--- src/rtl/ram_arb_pkg.sv ---
// Shared types for ram_port_arbiter: request struct, FSM state and the
// round-robin pointer helper. Request fields are sized to generous maximums
// so one struct serves every legal parameterisation; the top slices it down.
package ram_arb_pkg;

  localparam int ARB_MAX_ADDR_W = 64;
  localparam int ARB_MAX_DATA_W = 256;
  localparam int ARB_MAX_STRB_W = 64;

  typedef enum logic {
    ST_IDLE   = 1'b0,
    ST_LOCKED = 1'b1
  } arb_state_e;

  typedef struct packed {
    logic                      we;
    logic                      lock;
    logic [ARB_MAX_ADDR_W-1:0] addr;
    logic [ARB_MAX_DATA_W-1:0] wdata;
    logic [ARB_MAX_STRB_W-1:0] wstrb;
  } arb_req_t;

  // Next search start after a grant to idx: one past the winner, wrapping at n
  function automatic int rr_next(int idx, int n);
    return (idx + 1 >= n) ? 0 : idx + 1;
  endfunction

endpackage

--- src/rtl/rr_arbiter.sv ---
// N-way round-robin picker: one-hot grant of the first set request found
// searching upward from ptr_i with wrap-around. Purely combinational.
module rr_arbiter #(
  parameter  int N  = 4,
  localparam int IW = (N > 1) ? $clog2(N) : 1
) (
  input  logic [N-1:0]  req_i,
  input  logic [IW-1:0] ptr_i,
  output logic [N-1:0]  gnt_o,
  output logic [IW-1:0] gnt_idx_o,
  output logic          gnt_any_o
);

  logic [IW-1:0] idx;

  // Walk offsets from farthest to nearest so the nearest hit wins last
  always_comb begin
    gnt_o     = '0;
    gnt_idx_o = '0;
    gnt_any_o = 1'b0;
    idx       = '0;
    for (int off = N - 1; off >= 0; off--) begin
      idx = IW'((int'(ptr_i) + off) % N);
      if (req_i[idx]) begin
        gnt_o      = '0;
        gnt_o[idx] = 1'b1;
        gnt_idx_o  = idx;
        gnt_any_o  = 1'b1;
      end
    end
  end

endmodule

--- src/rtl/ram_port_arbiter.sv ---
// Round-robin arbiter sharing one single-port RAM among N_REQ requesters,
// with burst locking and a one-cycle response pulse to the winner.
// Optional feature: define RAM_ARB_STATS_EN to add per-requester saturating
// accept counters on grant_cnt_o.
module ram_port_arbiter
  import ram_arb_pkg::*;
#(
  parameter  int N_REQ      = 4,
  parameter  int ADDR_WIDTH = 16,
  parameter  int DATA_WIDTH = 32,
  parameter  int BYTE_WIDTH = 8,
  localparam int STRB_W     = DATA_WIDTH / BYTE_WIDTH,
  localparam int IDX_W      = $clog2(N_REQ)
) (
  input  logic                              clk_i,
  input  logic                              rst_i,
  input  logic [N_REQ-1:0]                  req_valid_i,
  output logic [N_REQ-1:0]                  req_ready_o,
  input  logic [N_REQ-1:0]                  req_we_i,
  input  logic [N_REQ-1:0]                  req_lock_i,
  input  logic [N_REQ-1:0][ADDR_WIDTH-1:0]  req_addr_i,
  input  logic [N_REQ-1:0][DATA_WIDTH-1:0]  req_wdata_i,
  input  logic [N_REQ-1:0][STRB_W-1:0]      req_wstrb_i,
  output logic [N_REQ-1:0]                  rsp_valid_o,
  output logic [DATA_WIDTH-1:0]             rsp_rdata_o,
  output logic [ADDR_WIDTH-1:0]             ram_addr_o,
  output logic [DATA_WIDTH-1:0]             ram_wdata_o,
  output logic [STRB_W-1:0]                 ram_byte_en_o,
  output logic                              ram_write_en_o,
  input  logic [DATA_WIDTH-1:0]             ram_rdata_i
`ifdef RAM_ARB_STATS_EN
  ,
  output logic [N_REQ-1:0][31:0]            grant_cnt_o
`endif
);

  arb_state_e       state_q, state_d;
  logic [IDX_W-1:0] owner_q, owner_d;
  logic [IDX_W-1:0] rr_ptr_q, rr_ptr_d;
  logic [N_REQ-1:0] rsp_valid_q, rsp_valid_d;
  logic [N_REQ-1:0] elig;
  logic [N_REQ-1:0] gnt;
  logic [IDX_W-1:0] gnt_idx;
  logic             gnt_any;
  arb_req_t         sel_req;
  logic             unused_sel;

  // Who may compete: everyone when idle, only the owner while locked, nobody in reset
  always_comb begin
    elig = req_valid_i;
    if (state_q == ST_LOCKED) elig = req_valid_i & (N_REQ'(1) << owner_q);
    if (rst_i) elig = '0;
  end

  rr_arbiter #(.N(N_REQ)) u_rr (
    .req_i    (elig),
    .ptr_i    (rr_ptr_q),
    .gnt_o    (gnt),
    .gnt_idx_o(gnt_idx),
    .gnt_any_o(gnt_any)
  );

  assign req_ready_o = gnt;

  // Gather the winner's request into one struct
  always_comb begin
    sel_req       = '0;
    sel_req.we    = req_we_i[gnt_idx];
    sel_req.lock  = req_lock_i[gnt_idx];
    sel_req.addr  = ARB_MAX_ADDR_W'(req_addr_i[gnt_idx]);
    sel_req.wdata = ARB_MAX_DATA_W'(req_wdata_i[gnt_idx]);
    sel_req.wstrb = ARB_MAX_STRB_W'(req_wstrb_i[gnt_idx]);
  end

  // Upper struct bits beyond the configured widths are always zero
  assign unused_sel = ^{sel_req.addr, sel_req.wdata, sel_req.wstrb};

  // RAM port: enables only on an accepted write; a zero-strobe write is a no-op
  always_comb begin
    ram_addr_o     = sel_req.addr[ADDR_WIDTH-1:0];
    ram_wdata_o    = sel_req.wdata[DATA_WIDTH-1:0];
    ram_byte_en_o  = '0;
    ram_write_en_o = 1'b0;
    if (gnt_any && sel_req.we) begin
      ram_byte_en_o  = sel_req.wstrb[STRB_W-1:0];
      ram_write_en_o = |sel_req.wstrb[STRB_W-1:0];
    end
  end

  // Next state: advance pointer past the winner, enter/leave LOCKED per lock bit
  always_comb begin
    state_d     = state_q;
    owner_d     = owner_q;
    rr_ptr_d    = rr_ptr_q;
    rsp_valid_d = gnt;
    if (gnt_any) begin
      rr_ptr_d = IDX_W'(rr_next(int'(gnt_idx), N_REQ));
      owner_d  = gnt_idx;
      state_d  = sel_req.lock ? ST_LOCKED : ST_IDLE;
    end
  end

  // Lock FSM, pointer and response pulse; reset drops any pending response
  always_ff @(posedge clk_i or posedge rst_i) begin
    if (rst_i) begin
      state_q     <= ST_IDLE;
      owner_q     <= '0;
      rr_ptr_q    <= '0;
      rsp_valid_q <= '0;
    end else begin
      state_q     <= state_d;
      owner_q     <= owner_d;
      rr_ptr_q    <= rr_ptr_d;
      rsp_valid_q <= rsp_valid_d;
    end
  end

  assign rsp_valid_o = rsp_valid_q;
  assign rsp_rdata_o = ram_rdata_i;

`ifdef RAM_ARB_STATS_EN
  logic [N_REQ-1:0][31:0] cnt_q, cnt_d;

  // Per-requester accept counts, sticking at all-ones
  always_comb begin
    cnt_d = cnt_q;
    for (int i = 0; i < N_REQ; i++) begin
      if (gnt[i] && (cnt_q[i] != '1)) cnt_d[i] = cnt_q[i] + 32'd1;
    end
  end

  // Counter registers
  always_ff @(posedge clk_i or posedge rst_i) begin
    if (rst_i) cnt_q <= '0;
    else       cnt_q <= cnt_d;
  end

  assign grant_cnt_o = cnt_q;
`endif

endmodule

--- config.mk ---
export PLATFORM = sky130hd
export DESIGN_NAME = ram_port_arbiter
export DESIGN_NICKNAME = d
export VERILOG_FILES = /design/src/rtl/ram_arb_pkg.sv /design/src/rtl/rr_arbiter.sv /design/src/rtl/ram_port_arbiter.sv
export SDC_FILE = /design/constraint.sdc
export NUM_CORES = 1
export LEC_CHECK = 0
export ABC_CLOCK_PERIOD_IN_PS = 3800
export BUFFER_PORTS_ARGS = -buffer_cell sky130_fd_sc_hd__buf_2
export CAP_MARGIN = 20
export CORE_AREA = 10 10 125 127
export DETAILED_ROUTE_END_ITERATION = 12
export DIE_AREA = 0 0 135 137
export GPL_TIMING_DRIVEN = 1
export PLACE_DENSITY = 0.54
export SLEW_MARGIN = 25
export SYNTH_ARGS = -nofsm -noshare
export SYNTH_HDL_FRONTEND = slang
export SYNTH_HIERARCHICAL = 1
export SYNTH_SLANG_ARGS = --single-unit
--- constraint.sdc ---
create_clock -name clk_i -period 3.8 [get_ports clk_i]
set_input_delay 0.19 -clock clk_i [delete_from_list [all_inputs] [get_ports clk_i]]
set_output_delay 0.19 -clock clk_i [all_outputs]
set_load 0.02 [all_outputs]
==> impl_metrics.ini, run 1 <==
[sta]
fin_crit_sh_pct = 91.6
fmax_ghz = 0.287
period_minus_slack_ps = 3480
tightest_slew_ps = 579
finalSetupTns_ps = 0
slew_headroom_pct = 61.3
fin_ws_ps = 318
final_max_slew_viol_count = 0
finClkSkew_ps = 3.87
setup_viol = 0
hold_viol_final = 0
rsz0062_at_grt = false

[die]
core_um2 = 13100
dieWidth_um = 135
initial_utilization_pct = 21.4
io_pins = 347
die_y_um = 137
rows = 42
die-area_um2 = 18500

[grt]
met3_usage_pct = 5.21
grt_max_degree = 26
antenna_found_initial = 4
grt_use_total_pct = 13.7
grtUsageMet1_pct = 14.7
grt_use_met2_pct = 24.9
grt_most_used_layer = met2
grt_pass1_vias = 3170
grt_pass1_wl_mm = 19.8
grt_overflow_total = 0

[worst_setup_path]
crit_path_max_fanout = 21
path_class = reg2out
cp_data_required_time_ps = 3610
cp_slowest_stage_delay_ps = 680
rr_worst_depth = 10
cp_slowest_cell = mux4_1
worstPathArrival_ps = 3290
startpoint_type = register
worstPathCellList = o21ai_0 -> and3_1 -> mux2_4 -> mux2i_4 -> and4_1 -> nor3_2 -> buf_12 -> mux4_1 -> and3_1 -> buf_2
crit_path_end_kind = output pin
cpMostUsedCell = and3_1

[yosys]
netlist_area_um2 = 2800
post_synth_and_or_nand_nor_area_fraction_pct = 7.83
synth_xor_area_share_pct = 0
synth_top_family_by_area = multiplexers
synth.distinct_cells = 35
syn_area_per_cell_um2 = 11.4
synth.mux.area_fraction_pct = 48.7
synth_ff_type = dfrtp_1
synth_compound_area_share_pct = 5.10
ys_ff_latch = 9
synth.net_count = 508
synthAdderAreaFrac_pct = 4.03
synth_warnings = 6
synth_edf_count = 0
postSynth.asyncResetShare_pct = 100
netlist_instances = 245
yosysSeqAreaShare_pct = 8.06

[cts]
ctsHtreeMaxLevel = 1
clock-sinks = 9
cts_setup_buffers = 0
clk_path_buf_depth = 2
clk_latency_ps = 240
cts_buffers = 3
cts.clk_slew.worst_paths_ps = 40
cts_tree = done
clockRootBuffer = clkbuf_16

[power]
power_frac_clock_pct = 7.7
combinationalPowerShare_pct = 85.7
pwr-share-seq_pct = 6.5
p_switching_mw = 1.22
switching_share_pct = 50.4
internal_power_mw = 1.20
power_density_nw_per_um2 = 616
max-vdd-ir-drop_mv = 0.259
p_leak_nw = 1.93

[drt]
drtIter0Drc = 160
dr_total_vias = 2920
routed_via_density = 4.69
routed_wl_mm = 14.2
drt-pass1-iter-count = 4
route.detailed.drc = 0
antenna_left = 0
wl_per_cell_um = 22.9

[cells_and_area]
mostFrequentLayoutCells = 282 x buf_2, 55 x mux4_2, 10 x nor2_1, 9 x ha_1, 9 x dfrtp_1
drive_above_1_share_pct = 81.1
area_delta_synth_final_pct = 40.2
fill_cells = 1359
final_common_cell = buf_2
stdcell_count = 622
nets = 708

[hold_path]
hp-class = in2async

[place]
dp_cells = 615
portBuffers = 282
gp_congestion = 1.00
post-place-ws_ps = 459
dp_hpwl_mm = 12.9

[outcome]
run_status = finished, final reports clean

[job]
maxCapViolCount = 0
## power groups by stage
stage	clock, mW	combinational [mW]	sequential [mW]
floorplan	0	1.77	0.194
global placement	0	2.07	0.157
detailed placement	0	2.10	0.159
CTS	0.189	2.10	0.157
global route	0.198	2.23	0.162
finish	0.186	2.07	0.158
## worst max-delay path: cells and delay by family (launching register included)
family	cells	cell delay, ps
compound gates	1	170
buf+inv	2	390
flops	1	400
mux	3	1020
simple gates	4	1060
## cells in the mapped netlist (all sizes together), types with 2 or more instances
master	instances	area, µm²
o21ai	8	40.0
nand2	7	26.3
nand4	4	25.0
nor2	10	37.5
a21oi	4	20.0
a31oi	4	25.0
a22oi	4	30.0
mux2i	2	36.3
mux2	5	60.1
and3	7	43.8
inv	5	18.8
mux4	56	1260
dfrtp	9	225
nor2b	2	20.0
clkbuf	4	15.0
buf	93	701
ha	9	113
## stage by stage
step | utilization, % | total power [mW] | cell area [µm²] | hold WS, ps
after global routing | 29.9 | 2.60 | 3920 | 28.1
after CTS | 29.9 | 2.45 | 3910 | 13.7
after detailed placement | 29.2 | 2.25 | 3820 | 148
after global placement | 29.2 | 2.22 | 3820 | 131
after floorplan | - | 1.97 | 2800 | 41.3
final | 29.9 | 2.41 | 3920 | 25.8
## what timing repair did
action	in CTS	in global routing
gates resized for setup	0	1
endpoints found under the setup margin	0	20
hold endpoints to repair	5	0
hold buffers	1	0
## registers in the layout (all words and copies together), names as in the netlist
signal       flops
owner_q          2
rsp_valid_o      4
rr_ptr_q         2
state_q          1
## per-layer routing
layer,wire length [µm],part of all wire (%),vias up
met5,47,0.33,-
met4,189,1.3,6
met3,1620,11,24
met2,7660,54,201
met1,4720,33,1411
li1,-,-,1278
## logic make-up after synthesis
kind of cell,after synthesis
simple gates,39
flops,9
fa+ha+maj,9
buf+inv,102
mux,63
compound gates,23
## path summary, 6_finish.rpt
check / from / slack (ps) / end
max in group asynchronous: rst_i / 3090 / rsp_valid_o[0]$_DFF_PP0_
worst max-delay path: owner_q[1]$_DFFE_PP0P_ / 320 / ram_byte_en_o[2]
min in group clk_i: ram_rdata_i[12] / 380 / rsp_rdata_o[12]
worst min register to register: owner_q[0]$_DFFE_PP0P_ / 590 / owner_q[0]$_DFFE_PP0P_
worst min-delay path: rst_i / 30 / owner_q[1]$_DFFE_PP0P_
worst max register to register: owner_q[1]$_DFFE_PP0P_ / 690 / state_q$_DFFE_PP0P_
## cell type report
type | instances | area [µm²] | share of cell area, %
diodes | 2 | 5.00 | 0.128
clock buffers | 4 | 78.8 | 2.01
inverters | 5 | 18.8 | 0.479
multi-input cells | 134 | 1850 | 47.3
flip-flops and latches | 9 | 225 | 5.75
well taps | 176 | 220 | 5.62
repair buffers | 292 | 1520 | 38.7
Power figures use the tool's default switching activity.
==> inputs of run 2 (changes only) <==
Settings changed: CELL_PAD_IN_SITES_DETAIL_PLACEMENT set to 0, CELL_PAD_IN_SITES_GLOBAL_PLACEMENT set to 1, CORE_AREA 10 10 125 127 to not set, CORE_ASPECT_RATIO set to 0.6, CORE_MARGIN set to 10, CORE_UTILIZATION set to 22, DIE_AREA 0 0 135 137 to not set, PLACE_DENSITY 0.54 to 0.8.
==> impl_metrics.ini, run 2 (same netlist as run 1, synthesis figures left out) <==
[sta]
fmax_ghz = 0.283
finClkSkew_ps = 0.958
slew_headroom_pct = 66.0
final_max_slew_viol_count = 0
worst_hold_slack_ps = 380
rsz0062_at_grt = false
fin_crit_sh_pct = 93.1
finalSetupTns_ps = 0
tightest_slew_ps = 509
hold_viol_final = 0
period_minus_slack_ps = 3540
setup_viol = 0

[worst_setup_path]
cp_slowest_stage_delay_ps = 550
cp_slowest_cell = mux4_2
cp_data_required_time_ps = 3610
worstPathCellList = inv_1 -> o21ai_0 -> and3_1 -> mux4_2 -> o211a_1 -> nor3_2 -> buf_12 -> mux4_2 -> nor4_1 -> nor2_1 -> buf_2
worstPathArrival_ps = 3350
startpoint_type = register
cp_top_family = multiplexers
path_class = reg2out
cpMostUsedCell = mux4_2
crit_path_max_fanout = 16
cp_num_buf_inv = 3
crit_path_end_kind = output pin

[job]
maxCapViolCount = 0

[drt]
dr_total_vias = 2913
wl_per_cell_um = 23.1
drt-pass1-iter-count = 4
drtIter0Drc = 147
route.detailed.drc = 0
routed_via_density = 4.75
dr_wl_met2_mm = 7.00
dr_wl_met3_mm = 2.03
antenna_left = 0
top_layer_used = met5
drt-met1-wl_mm = 4.97
routed_wl_mm = 14.1

[grt]
grt_max_degree = 22
antenna_found_initial = 3
grt_use_total_pct = 14.4
grt_pass1_wl_mm = 19.9
grt_pass1_vias = 3341
grt_overflow_total = 0

[cells_and_area]
area_delta_synth_final_pct = 40.2
nets = 711
final_area_um2 = 3920
largest_register_ffs = 4
final_common_cell = buf_2
mostFrequentLayoutCells = 282 x buf_2, 55 x mux4_2, 10 x nor2_1
multiInputGateArea_um2 = 1860
fill_cells = 1327
drive_above_1_share_pct = 81.2
stdcell_count = 613
regArea_um2 = 225

[power]
max-vdd-ir-drop_mv = 0.252
combinationalPowerShare_pct = 85.8
power_mw = 2.47
pwr-share-seq_pct = 6.6
internal_power_mw = 1.20
p_leak_nw = 1.95
p_switching_mw = 1.27
power_frac_clock_pct = 7.6
power_density_nw_per_um2 = 630
switching_share_pct = 51.3

[place]
dp_cells = 606
portBuffers = 282
placed_area_um2 = 3810
dp_hpwl_mm = 12.7
gp_congestion = 0.928

[cts]
cts_buffers = 3
clk_path_buf_depth = 2
cts.clk_slew.worst_paths_ps = 40
clk_latency_ps = 240
clock-sinks = 9
ctsHtreeMaxLevel = 1
clockRootBuffer = clkbuf_16
cts_tree = done

[die]
rows = 31
die-area_um2 = 17800
die_y_um = 107
io_pins = 347
dieWidth_um = 166
initial_utilization_pct = 22.8
core_um2 = 12300

[hold_path]
hp-class = in2out

[outcome]
run_status = finished, final reports clean
## run 2: cell count changes in the layout (fill, tap and decap cells not counted)
| cell | before | now |
|---|---|---|
| a21oi_1 | 3 | 2 |
| a21oi_2 | 0 | 1 |
| buf_12 | 2 | 1 |
| buf_4 | 6 | 9 |
| diode_2 | 2 | 1 |
| dlygate4sd3_1 | 1 | 2 |
## run 2: layer usage
| metal | global-route usage, % | vias up |
|---|---|---|
| li1 | - | 1280 |
| met1 | 15.6 | 1394 |
| met2 | 25.1 | 216 |
| met3 | 7.33 | 21 |
| met4 | 2.00 | 2 |
| met5 | 0 | - |
## run 2: final timing paths
kind / to / depth (start not counted) / slack, ps / from
setup / recovery: ram_write_en_o / 11 / 260 / owner_q[0]$_DFFE_PP0P_
hold / removal: rsp_rdata_o[14] / 0 / 380 / ram_rdata_i[14]
setup reg to reg: state_q$_DFFE_PP0P_ / 10 / 630 / owner_q[0]$_DFFE_PP0P_
hold reg to reg: owner_q[1]$_DFFE_PP0P_ / 2 / 600 / owner_q[1]$_DFFE_PP0P_
max in group asynchronous: rr_ptr_q[0]$_DFFE_PP0P_ / 4 / 3090 / rst_i
min in group asynchronous: owner_q[0]$_DFFE_PP0P_ / 3 / 470 / rst_i
## run 2: worst register-to-register path: stages, from the launching register on
cell and delay [ps]:
dfrtp_1 400, inv_1 80, o21ai_0 70, and3_1 300, mux4_2 550, o211a_1 140
nor3_2 310, buf_4 190, buf_4 230, mux4_2 520, mux2_2 270
## run 2: repair_timing
| action | CTS | global route |
|---|---|---|
| gates resized for setup | 0 | 2 |
| buffers inserted | 0 | 0 |
| setup endpoints to repair | 0 | 16 |
| endpoints found under the hold margin | 5 | 0 |
| hold buffers | 2 | 0 |
## run 2: layout make-up
cell class              count  area share, %
diodes                      1         0.0639
flip-flops and latches      9           5.75
inverters                   5          0.479
repair buffers            295           39.1
clock buffers               4           2.01
well taps                 165           5.27
multi-input cells         134           47.4
## run 2: per-stage QoR
| step | utilization [%] | setup slack [ps] |
|---|---|---|
| detailed placement | 31.1 | 271 |
| floorplan | - | 526 |
| finish | 32.0 | 261 |
| CTS | 31.9 | 124 |
| global placement | 31.1 | 414 |
| global route | 31.9 | 7.56 |
## run 2: power groups by stage
stage	registers [mW]	clock network [mW]	logic [mW]
after floorplan	0.194	0	1.77
after global placement	0.160	0	2.09
after detailed placement	0.162	0	2.13
after CTS	0.161	0.190	2.14
after global routing	0.168	0.198	2.28
final	0.163	0.187	2.12
